<file path="config.mk">
export PLATFORM = sky130hd
export DESIGN_NAME = axi_emif_freeze_drain_ctrl
export DESIGN_NICKNAME = d
export VERILOG_FILES = /design/src/rtl/axi_emif_freeze_drain_ctrl.sv
export SDC_FILE = /design/constraint.sdc
export NUM_CORES = 1
export LEC_CHECK = 0
export CORE_UTILIZATION = 50
export DETAILED_ROUTE_END_ITERATION = 6
export DONT_BUFFER_PORTS = 1
export GPL_TIMING_DRIVEN = 0
export PLACE_DENSITY = 0.63
export SYNTH_ARGS = -nofsm -noshare
export SYNTH_HDL_FRONTEND = slang
export SYNTH_SLANG_ARGS = --single-unit
</file>
<file path="constraint.sdc">
create_clock -name clk -period 3.7 [get_ports clk]
set_input_delay 0.74 -clock clk [delete_from_list [all_inputs] [get_ports clk]]
set_output_delay 0.74 -clock clk [all_outputs]
set_load 0.02 [all_outputs]
</file>
<file path="src/rtl/axi_emif_freeze_drain_ctrl.sv">
// axi_emif_freeze_drain_ctrl
// Gates the AW/W/AR valid/ready handshakes between the user AXI-MM pipeline
// and the EMIF port. Payloads bypass this block. On freeze_req it stops new
// traffic without withdrawing a presented valid. It lets in-flight bursts and
// responses finish, then raises freeze_ack.
// Optional feature: define AXI_EMIF_DRAIN_TIMEOUT_EN to bound the drain by
// TIMEOUT_CYC cycles. On expiry the port freezes anyway and drain_timeout is set.
module axi_emif_freeze_drain_ctrl #(
  parameter int MAX_OUTSTANDING = 64,
  parameter int CNT_W           = $clog2(MAX_OUTSTANDING + 1),
  parameter int TIMEOUT_CYC     = 4096
) (
  input  logic clk,
  input  logic rst_n,
  input  logic freeze_req,
  output logic freeze_ack,
  output logic drain_timeout,
  input  logic u_awvalid,
  output logic u_awready,
  input  logic u_wvalid,
  output logic u_wready,
  input  logic u_wlast,
  input  logic u_arvalid,
  output logic u_arready,
  output logic d_awvalid,
  input  logic d_awready,
  output logic d_wvalid,
  input  logic d_wready,
  output logic d_arvalid,
  input  logic d_arready,
  input  logic d_bvalid,
  input  logic d_bready,
  input  logic d_rvalid,
  input  logic d_rready,
  input  logic d_rlast
);

  typedef enum logic [1:0] {ST_RUN, ST_DRAIN, ST_FROZEN} state_t;

  localparam logic [CNT_W-1:0]        MAX_CNT = CNT_W'(MAX_OUTSTANDING);
  localparam logic signed [CNT_W:0]   W_MAX   = (CNT_W+1)'(MAX_OUTSTANDING);
  localparam logic signed [CNT_W:0]   W_MIN   = -W_MAX;

  state_t                  state;
  logic [CNT_W-1:0]        wr_out, rd_out;
  logic signed [CNT_W:0]   w_pend;
  logic                    aw_hold, w_hold, ar_hold, w_inburst;
  logic                    gate_aw, gate_w, gate_ar;
  logic                    aw_hs, w_hs, ar_hs, b_dec, r_dec;
  logic                    w_pend_le0, drain_done, timeout_hit, clear_cnt;

  // Gate selection: saturation in RUN, hold-aware gating in DRAIN, all shut when FROZEN
  always_comb begin
    gate_aw = 1'b0;
    gate_w  = 1'b0;
    gate_ar = 1'b0;
    case (state)
      ST_RUN: begin
        gate_aw = (wr_out == MAX_CNT);
        gate_ar = (rd_out == MAX_CNT);
      end
      ST_DRAIN: begin
        gate_aw = (wr_out == MAX_CNT) | ~aw_hold;
        gate_ar = (rd_out == MAX_CNT) | ~ar_hold;
        gate_w  = ~w_hold & ~w_inburst & w_pend_le0;
      end
      default: begin
        gate_aw = 1'b1;
        gate_w  = 1'b1;
        gate_ar = 1'b1;
      end
    endcase
  end

  assign d_awvalid = u_awvalid & ~gate_aw;
  assign u_awready = d_awready & ~gate_aw;
  assign d_wvalid  = u_wvalid  & ~gate_w;
  assign u_wready  = d_wready  & ~gate_w;
  assign d_arvalid = u_arvalid & ~gate_ar;
  assign u_arready = d_arready & ~gate_ar;

  assign aw_hs      = d_awvalid & d_awready;
  assign w_hs       = d_wvalid & d_wready;
  assign ar_hs      = d_arvalid & d_arready;
  // Responses with nothing outstanding are dropped rather than underflowing
  assign b_dec      = d_bvalid & d_bready & (wr_out != '0);
  assign r_dec      = d_rvalid & d_rready & d_rlast & (rd_out != '0);
  assign w_pend_le0 = w_pend[CNT_W] | (w_pend == '0);
  assign drain_done = (wr_out == '0) & (rd_out == '0) & (w_pend == '0) & ~w_inburst
                    & ~aw_hold & ~w_hold & ~ar_hold;

`ifdef AXI_EMIF_DRAIN_TIMEOUT_EN
  localparam int TO_W = $clog2(TIMEOUT_CYC + 1);
  logic [TO_W-1:0] to_cnt;
  logic            drain_timeout_reg;

  assign timeout_hit   = (state == ST_DRAIN) & freeze_req & ~drain_done
                       & (to_cnt == TO_W'(TIMEOUT_CYC - 1));
  assign clear_cnt     = timeout_hit;
  assign drain_timeout = drain_timeout_reg;

  // Drain cycle counter and sticky timeout flag
  always_ff @(posedge clk or negedge rst_n) begin
    if (!rst_n) begin
      to_cnt            <= '0;
      drain_timeout_reg <= 1'b0;
    end else begin
      to_cnt <= (state == ST_DRAIN && !timeout_hit) ? to_cnt + 1'b1 : '0;
      if (timeout_hit)
        drain_timeout_reg <= 1'b1;
      else if (!freeze_req)
        drain_timeout_reg <= 1'b0;
    end
  end
`else
  assign timeout_hit   = 1'b0;
  assign clear_cnt     = 1'b0;
  assign drain_timeout = 1'b0;
`endif

  // Freeze FSM with registered acknowledge
  always_ff @(posedge clk or negedge rst_n) begin
    if (!rst_n) begin
      state      <= ST_RUN;
      freeze_ack <= 1'b0;
    end else begin
      case (state)
        ST_RUN: begin
          freeze_ack <= 1'b0;
          if (freeze_req) state <= ST_DRAIN;
        end
        ST_DRAIN: begin
          freeze_ack <= freeze_req & (drain_done | timeout_hit);
          if (!freeze_req)                    state <= ST_RUN;
          else if (drain_done || timeout_hit) state <= ST_FROZEN;
        end
        default: begin
          freeze_ack <= freeze_req;
          if (!freeze_req) state <= ST_RUN;
        end
      endcase
    end
  end

  // Outstanding-transaction counters and W burst tracking
  always_ff @(posedge clk or negedge rst_n) begin
    if (!rst_n) begin
      wr_out    <= '0;
      rd_out    <= '0;
      w_pend    <= '0;
      w_inburst <= 1'b0;
    end else if (clear_cnt) begin
      wr_out    <= '0;
      rd_out    <= '0;
      w_pend    <= '0;
      w_inburst <= 1'b0;
    end else begin
      if (aw_hs && !b_dec)      wr_out <= wr_out + 1'b1;
      else if (!aw_hs && b_dec) wr_out <= wr_out - 1'b1;
      if (ar_hs && !r_dec)      rd_out <= rd_out + 1'b1;
      else if (!ar_hs && r_dec) rd_out <= rd_out - 1'b1;
      if (aw_hs && !(w_hs && u_wlast) && w_pend != W_MAX)
        w_pend <= w_pend + 1'sb1;
      else if (!aw_hs && w_hs && u_wlast && w_pend != W_MIN)
        w_pend <= w_pend - 1'sb1;
      if (w_hs) w_inburst <= ~u_wlast;
    end
  end

  // Hold flags: a valid presented downstream and not yet accepted
  always_ff @(posedge clk or negedge rst_n) begin
    if (!rst_n) begin
      aw_hold <= 1'b0;
      w_hold  <= 1'b0;
      ar_hold <= 1'b0;
    end else begin
      aw_hold <= d_awvalid & ~d_awready;
      w_hold  <= d_wvalid & ~d_wready;
      ar_hold <= d_arvalid & ~d_arready;
    end
  end

`ifndef SYNTHESIS
  // A B or R with nothing outstanding is a protocol error, unless it is a late response after a timeout
  a_no_stray_b: assert property (@(posedge clk) disable iff (!rst_n)
    !(d_bvalid && d_bready && wr_out == '0 && !drain_timeout));
  a_no_stray_r: assert property (@(posedge clk) disable iff (!rst_n)
    !(d_rvalid && d_rready && d_rlast && rd_out == '0 && !drain_timeout));
`endif

endmodule

</file>
; ---- After elaboration in Yosys (flattened, before gate mapping)
; Cells that the tools add are included.
; Widths: inputs -> output; s select.
[totals]
regBits = 29
out_inout_bits = 8
elab_cells = 103
[op_classes]
n_addsub = 6
eq_ne = 8
muxes = 15
bitwise_logic = 40
reduce_logical = 25
[ops]
columns = operator, count
row1 = $mux 7, 4
row2 = $and 1x1->1, 26
row3 = $mux 8, 2
row4 = $add 7x1->7 const B, 2
row5 = $eq 7x7->1 const B, 2
row6 = $logic_not 7->1, 2
row7 = $reduce_bool 7->1, 2
row8 = $sub 7x1->7 const B, 2
row9 = $not 1->1, 11
row10 = $logic_and 1x1->1, 10
row11 = $add 8x1->8 const B, 1
row12 = $logic_not 8->1, 1
row13 = $mux 2, 4
row14 = $ne 8x7->1 const B, 1
row15 = $ne 8x8->1 const B, 1
row16 = $pmux 1 s2, 4
row17 = $sub 8x1->8 const B, 1
row18 = $reduce_bool 2->1, 3
row19 = $logic_not 1->1, 5
row20 = $pmux 2 s2, 1
row21 = $ne 3x1->1 const B, 1
row22 = $ne 3x3->1 const B, 1
row23 = $or 1x1->1, 3
row24 = $reduce_and 3->1, 1
row25 = other kinds (3), 3

; ---- Longest topological paths before layout
; Gate-level depths: netlist of the first run.
[logic_depth]
word_depth = 12
ltp_mapped = 14

; ---- Least setup slack after synthesis of the first run
; OpenSTA, ideal clock, no wires.
[synth_timing]
path_kind = input to register
start = input u_awvalid
end = register w_pend[7]
setup_time_ps = 87
t_arrival_ps = 3369
setup_slack_ps = 244
stages = 13
cell_sequence = inv_1 -> a2111oi_4 -> nand2_2 -> nor2_4 -> nand2_1 -> inv_1 -> ha_1 -> a21oi_1 -> o211ai_1 -> o41ai_1 -> nor2_1 -> a32o_1 -> a22oi_1
[synth_between]
elab_chain_cells = 7
[synth_rtl]
columns = element, line
row1 = from (decl), 18  ; input logic u_awvalid,
row2 = $and 1x1->1 *, 75  ; assign d_awvalid = u_awvalid & ~gate_aw;
row3 = via d_awvalid, 25  ; output logic d_awvalid,
row4 = $and 1x1->1 *, 82  ; assign aw_hs = d_awvalid & d_awready;
row5 = $logic_not 1->1, 164  ; else if (!aw_hs && w_hs && u_wlast && w_pend != W_MIN)
row6 = $logic_and 1x1->1 (3 in a row), 164
row7 = $reduce_bool 2->1 (no source line), -
row8 = to (signal assigned), 163  ; w_pend <= w_pend + 1'sb1;
row9 = to (signal assigned), 165  ; w_pend <= w_pend - 1'sb1;
row10 = to (decl), 46  ; logic signed [CNT_W:0] w_pend;
; The timed path passes the listed nets; every way through them passes the cells marked *.
; A chain may end at the register's enable or synchronous reset.

; ---- Worst setup path in the final report of the first run
[layout_timing]
start = register w_pend[0]
end = register w_pend[7]
[layout_between]
elab_chain_cells = 12
[layout_rtl]
columns = element, line
row1 = $logic_not 8->1, 88  ; assign w_pend_le0 = w_pend[CNT_W] | (w_pend == '0);
row2 = $or 1x1->1, 88
row3 = $and 1x1->1, 65  ; gate_w = ~w_hold & ~w_inburst & w_pend_le0;
row4 = $pmux 1 s2, 57  ; case (state)
row5 = $not 1->1, 77  ; assign d_wvalid = u_wvalid & ~gate_w;
row6 = $and 1x1->1, 77
row7 = $and 1x1->1, 83  ; assign w_hs = d_wvalid & d_wready;
row8 = $logic_and 1x1->1, 162  ; if (aw_hs && !(w_hs && u_wlast) && w_pend != W_MAX)
row9 = $logic_not 1->1, 162
row10 = $logic_and 1x1->1 (2 in a row), 162
row11 = $mux 8 / $reduce_bool 2->1 (equally long branches), -
; Parallel ways exist; a longest one is shown, timed or not. The select of a mux whose other input is x is not followed.

==> results of run 1 <==
[cells in the final DEF, fill, tap and decap left out, types with 4 or more instances in the layout]
master and instances:
dfrtp_1 28, nor2_1 20, inv_1 19, ha_1 18, nand2_1 17, o21ai_0 14, nor3_1 11, xnor2_1 11
a21oi_1 10, o21a_1 7, nand3_1 6, buf_4 6, nor4_1 5, nand4_1 5, xor2_1 5, clkbuf_8 5
nor2b_1 4, a211oi_1 4, o211ai_1 4
[sequential cells by signal, summed over array words and instances (netlist names)]
signal and count:
w_inburst 1, freeze_ack 1, w_pend 8, w_hold 1, state 2, ar_hold 1
wr_out 7, rd_out 7, aw_hold 1
[worst max-delay path, stage by stage, from the launching register on]
cell,delay [ns]
dfrtp_2,0.44
or4_4,0.58
o211a_4,0.29
o21a_4,0.27
nor2_4,0.13
nand2_2,0.10
inv_2,0.09
buf_4,0.13
ha_1,0.28
nand3_1,0.11
o211ai_1,0.14
o41ai_2,0.32
nor2_1,0.11
a32o_1,0.27
a22oi_1,0.17
[timing repair]
| item | in CTS | in global routing |
|---|---|---|
| setup buffers | 1 | 4 |
| hold endpoints to repair | 0 | 0 |
| resized for setup | 2 | 7 |
| endpoints found under the setup margin | 1 | 4 |
| pin swaps | 1 | 3 |
[power groups by stage]
| stage | Clock (mW) | Combinational (mW) | Sequential [mW] |
|---|---|---|---|
| 2_1_floorplan | 0 | 0.795 | 0.548 |
| 3_3_place_gp | 0 | 0.915 | 0.582 |
| 3_5_place_dp | 0 | 0.930 | 0.585 |
| 4_1_cts | 0.407 | 0.957 | 0.581 |
| 5_1_grt | 0.416 | 1.11 | 0.612 |
| 6_report | 0.399 | 0.974 | 0.586 |
[per-stage QoR]
step	setup slack, ns	power (mW)	TNS (ns)	instance area [um2]
after floorplan	0.244	1.34	0	2240
after global placement	-0.310	1.50	-0.368	2300
after detailed placement	-0.297	1.52	-0.385	2300
after CTS	0.00593	1.94	0	2450
after global routing	0.0409	2.14	0	2520
final	0.183	1.96	0	2520
[layer usage]
layer	GRT usage	wire length, um
met5	0	0
met4	0.0714	63
met3	0.0428	118
met2	0.375	2280
met1	0.287	2250
[layout make-up]
class	instances	area (um2)
sequential	29	727
buffer	5	31.3
inverter	21	82.6
multi-input combinational	192	1440
tap	50	62.6
clock inverter	3	65.1
fill	371	1630
clock buffer	5	68.8
timing repair buffer	5	37.5
[logic make-up (layout without fill, tap and decap cells)]
family / after synthesis / count (layout) / synth area share
buffers and inverters: 26 / 39 / 0.0491
AND/OR/NAND/NOR: 87 / 87 / 0.203
AO/OA/AOI/OAI: 65 / 65 / 0.216
flip-flops: 29 / 29 / 0.324
other: 1 / 1 / 0.00167
XOR/XNOR: 17 / 17 / 0.0748
multiplexers: 1 / 1 / 0.00502
adder cells (fa/ha/maj): 21 / 21 / 0.127
[worst paths after layout]
kind                       slack [ns]   endpoint       from
setup / recovery                 0.18  w_pend[7]  w_pend[0]
hold / removal                   0.14  rd_out[1]      rst_n
setup reg to reg                 0.18  w_pend[7]  w_pend[0]
hold reg to reg                  0.48  rd_out[6]  rd_out[6]
max in group asynchronous        3.47  w_pend[0]      rst_n
min in group clk                 0.48  rd_out[6]  rd_out[6]
==> results.json, run 1 <==
{
  "cap_violations": 0,
  "finalHoldViolations": 0,
  "yosysMostFrequentCell": "dfrtp_1",
  "synth_common_cells": "29 x dfrtp_1, 21 x inv_1, 20 x nor2_1",
  "reg2reg_depth": 14,
  "drt-total-wl_um": 4720,
  "root_buffer": "clkbuf_8",
  "p_int_mw": 1.16,
  "synth_cell_type_count": 58,
  "ir_worst_vdd_v": 0.000371,
  "placement_rows": 23,
  "synth_area_um2": 2240,
  "syn2layout_area_growth_pct": 12.3,
  "dr_total_vias": 1780,
  "grtUsageTotal": 0.223,
  "crit_required_ns": 3.90,
  "setup_viol": 0,
  "slew_headroom": 0.293,
  "drive_gt1_frac": 0.150,
  "clkPwrFrac": 0.204,
  "cts_buffers": 5,
  "yosysSeqAreaShare": 0.324,
  "max_freq_mhz": 284,
  "skew_ns": 0.00748,
  "antennaDiodeCount": 0,
  "die_height_um": 68.9,
  "nets": 295,
  "pwr-share-comb": 0.497,
  "worstSetupStartpointType": "flop",
  "path_class": "reg -> reg",
  "antenna_found_initial": 0,
  "dp_cells": 297,
  "synth_top_area_cell": "dfrtp_1",
  "netSwitchingFraction": 0.408,
  "clk_pin_slew_worst_paths_ns": 0.07,
  "leakage_nw": 1.07,
  "critPathArrivalTime_ns": 3.72,
  "floorplan.initialDensity": 0.541,
  "hold_buffers": 0,
  "grt-ovfl-total": 0,
  "instances_no_fill": 310,
  "status": "complete, no violations",
  "globalplace.congestion": 0.800,
  "slew_violations": 0,
  "dp_hpwl_um": 3420,
  "holdCritPathClass": "in -> async",
  "end_kind": "flop",
  "clk-insertion-delay-late_ns": 0.29,
  "io_pins": 23,
  "synth_area_leaders": "dfrtp_1 32%, ha_1 10%, xnor2_1 4.3%, inv_1 3.5%, nor2_1 3.4%",
  "die_w_um": 68.9,
  "clock_sinks": 29,
  "drc": 0,
  "power.density_nw_per_um2": 779,
  "vias_per_cell": 5.74,
  "grt_max_degree": 30,
  "port_buffers": 0,
  "hold_ws_ns": 0.140,
  "postRouteAntennaNets": 0,
  "synthFlopType": "dfrtp_1",
  "htreeDepth": 2,
  "syn_nets": 283,
  "yosys_warnings": 0,
  "synth.ff_latch_count": 29,
  "utilization": 0.607,
  "routedWlPerCell_um": 15.2,
  "critPathMaxFanout": 6,
  "cts_tree": "yes",
  "synth-async-reset-ratio": 1.00,
  "grt_pass1_wl_um": 7690,
  "synth_top_area_share": 0.324,
  "max-clock-path-buffers": 2,
  "worst_slew_pin_slew_ns": 1.06,
  "grt_pass1_vias": 1677,
  "synth_cells": 247,
  "first_pass_iters": 4,
  "post-route-period-util": 0.951,
  "dieArea_um2": 4750,
  "p_sw_uw": 799,
  "core_um2": 4140,
  "initialDrtViolationCount": 55,
  "p_seq_frac": 0.299,
  "synth_edf_count": 0,
  "rsz0062_at_grt": "no",
  "layout_min_cycle_time_ns": 3.52,
  "avgSynthCellArea_um2": 9.07
}
(Power assumes the default switching activity.)
==> run 2, diff against run 1 <==
CORE_MARGIN = 4   (was unset)
SLEW_MARGIN = 5   (was unset)
==> results.json, run 2 (synthesized netlist as in run 1, its figures left out) <==
{
  "status": "complete, no violations",
  "fin_area_um2": 2500,
  "max_stage_delay_ns": 0.57,
  "htreeDepth": 2,
  "initialDrtViolationCount": 73,
  "placed_area_um2": 2310,
  "crit_start": "w_pend[0]",
  "cap_violations": 0,
  "critPathMaxFanout": 6,
  "regMostFlops": "w_pend",
  "post-route-period-util": 0.961,
  "io_pins": 23,
  "worstSetupStartpointType": "flop",
  "end_kind": "flop",
  "timing.critical_path.to": "w_pend[7]",
  "holdCritPathClass": "in -> async",
  "dieArea_um2": 5620,
  "power.density_nw_per_um2": 784,
  "setup_viol": 0,
  "root_buffer": "clkbuf_8",
  "grt_max_degree": 30,
  "utilization": 0.573,
  "slew_violations": 0,
  "path_cells": "or4_4, o211a_1, o21a_4, nor2_4, nand2_2, inv_2, ha_1, a21oi_2, o211ai_1, o41ai_2, nor2_1, a32o_1, a22oi_1",
  "finalHoldViolations": 0,
  "skew_ns": 0.00994,
  "globalplace.congestion": 0.874,
  "antennaDiodeCount": 0,
  "cts_buffers": 5,
  "placement_rows": 24,
  "timing.rr.start": "w_pend[0]",
  "r2r_setup_slack_ns": 0.14,
  "grt_pass1_vias": 1695,
  "final_common_cell": "dfrtp_1",
  "clock_sinks": 29,
  "reg2reg_depth": 13,
  "slew_headroom": 0.266,
  "grtUsageTotal": 0.185,
  "routedWlPerCell_um": 14.9,
  "core_um2": 4350,
  "critPathArrivalTime_ns": 3.75,
  "leakage_nw": 1.07,
  "worst_slew_pin_slew_ns": 1.10,
  "rsz0062_at_grt": "no",
  "drc": 0,
  "drive_gt1_frac": 0.136,
  "clk-insertion-delay-late_ns": 0.28,
  "die_height_um": 74.9,
  "cts_tree": "yes",
  "layout_min_cycle_time_ns": 3.56,
  "ir_worst_vdd_v": 0.000435,
  "port_buffers": 0,
  "largest_reg_flops": 8,
  "cp_slowest_cell": "or4_4",
  "r2r_end": "w_pend[7]",
  "reg.largest.list": "w_pend x8, rd_out x7, wr_out x7",
  "syn2layout_area_growth_pct": 11.4,
  "final_cell_mix": "28 x dfrtp_1, 20 x nor2_1, 19 x inv_1",
  "postRouteAntennaNets": 0,
  "drt-total-wl_um": 4620,
  "die_w_um": 74.9,
  "floorplan.initialDensity": 0.515,
  "grt-ovfl-total": 0,
  "crit_required_ns": 3.90,
  "grt_pass1_wl_um": 7840,
  "first_pass_iters": 4,
  "max-clock-path-buffers": 2,
  "max_freq_mhz": 281,
  "path_class": "reg -> reg",
  "clk_pin_slew_worst_paths_ns": 0.07,
  "nets": 293,
  "dp_hpwl_um": 3480,
  "vias_per_cell": 5.83,
  "antenna_found_initial": 0,
  "hold_buffers": 0,
  "dr_total_vias": 1807
}
## run 2: worst max-delay path: cells and delay by family, from the launching register on
family / cells / cell delay (ns)
compound gates: 7 / 1.76
simple gates: 4 / 0.90
flops: 1 / 0.44
fa+ha+maj: 1 / 0.25
buf+inv: 1 / 0.12
## run 2: worst min-delay path by stage
stage	cells past startpoint	slack, ns	endpoint	from
floorplan	0	0.44	ar_hold	rst_n
global placement	0	0.44	wr_out[0]	rst_n
global route	0	0.12	w_hold	rst_n
finish	0	0.14	wr_out[0]	rst_n
detailed placement	0	0.45	wr_out[0]	rst_n
CTS	0	0.13	wr_out[1]	rst_n
## run 2: metal layers
| layer | track usage | up-vias | share of wire |
|---|---|---|---|
| met5 | 0 | - | 0 |
| met4 | 0.0731 | 0 | 0.019 |
| met3 | 0.0534 | 8 | 0.036 |
| met2 | 0.282 | 35 | 0.45 |
| met1 | 0.248 | 845 | 0.49 |
| li1 | - | 919 | - |
## run 2: report_power, final
group	internal, mW	switching [mW]	leakage [nW]
logic	0.449	0.518	0.648
registers	0.445	0.145	0.349
clock network	0.268	0.132	0.0681
total	1.16	0.796	1.07
## run 2: layout make-up
cell class              instances  area, um2
clock buffers                   5       68.8
fillers                       389       1860
well taps                      52       65.1
plain buffers                   5       31.3
repair buffers                  3       22.5
multi-input cells             192       1430
inverters                      21       82.6
clock inverters                 3       65.1
flip-flops and latches         29        727
## run 2: through the flow
step	TNS, ns	hold WS, ns	instances	setup WS, ns	total power [mW]
after floorplan	0	0.444	247	0.244	1.34
after global placement	-0.414	0.445	299	-0.268	1.51
after detailed placement	-0.341	0.445	299	-0.235	1.52
after CTS	0	0.133	307	0.0534	1.94
after global routing	0	0.119	310	0.00415	2.15
final	0	0.141	310	0.145	1.96
## run 2: repair_timing
| action | in CTS | in global routing |
|---|---|---|
| setup buffers | 0 | 3 |
| pin swaps | 0 | 3 |
| resized for setup | 1 | 7 |
| gates cloned | 0 | 0 |
| endpoints found under the setup margin | 1 | 4 |
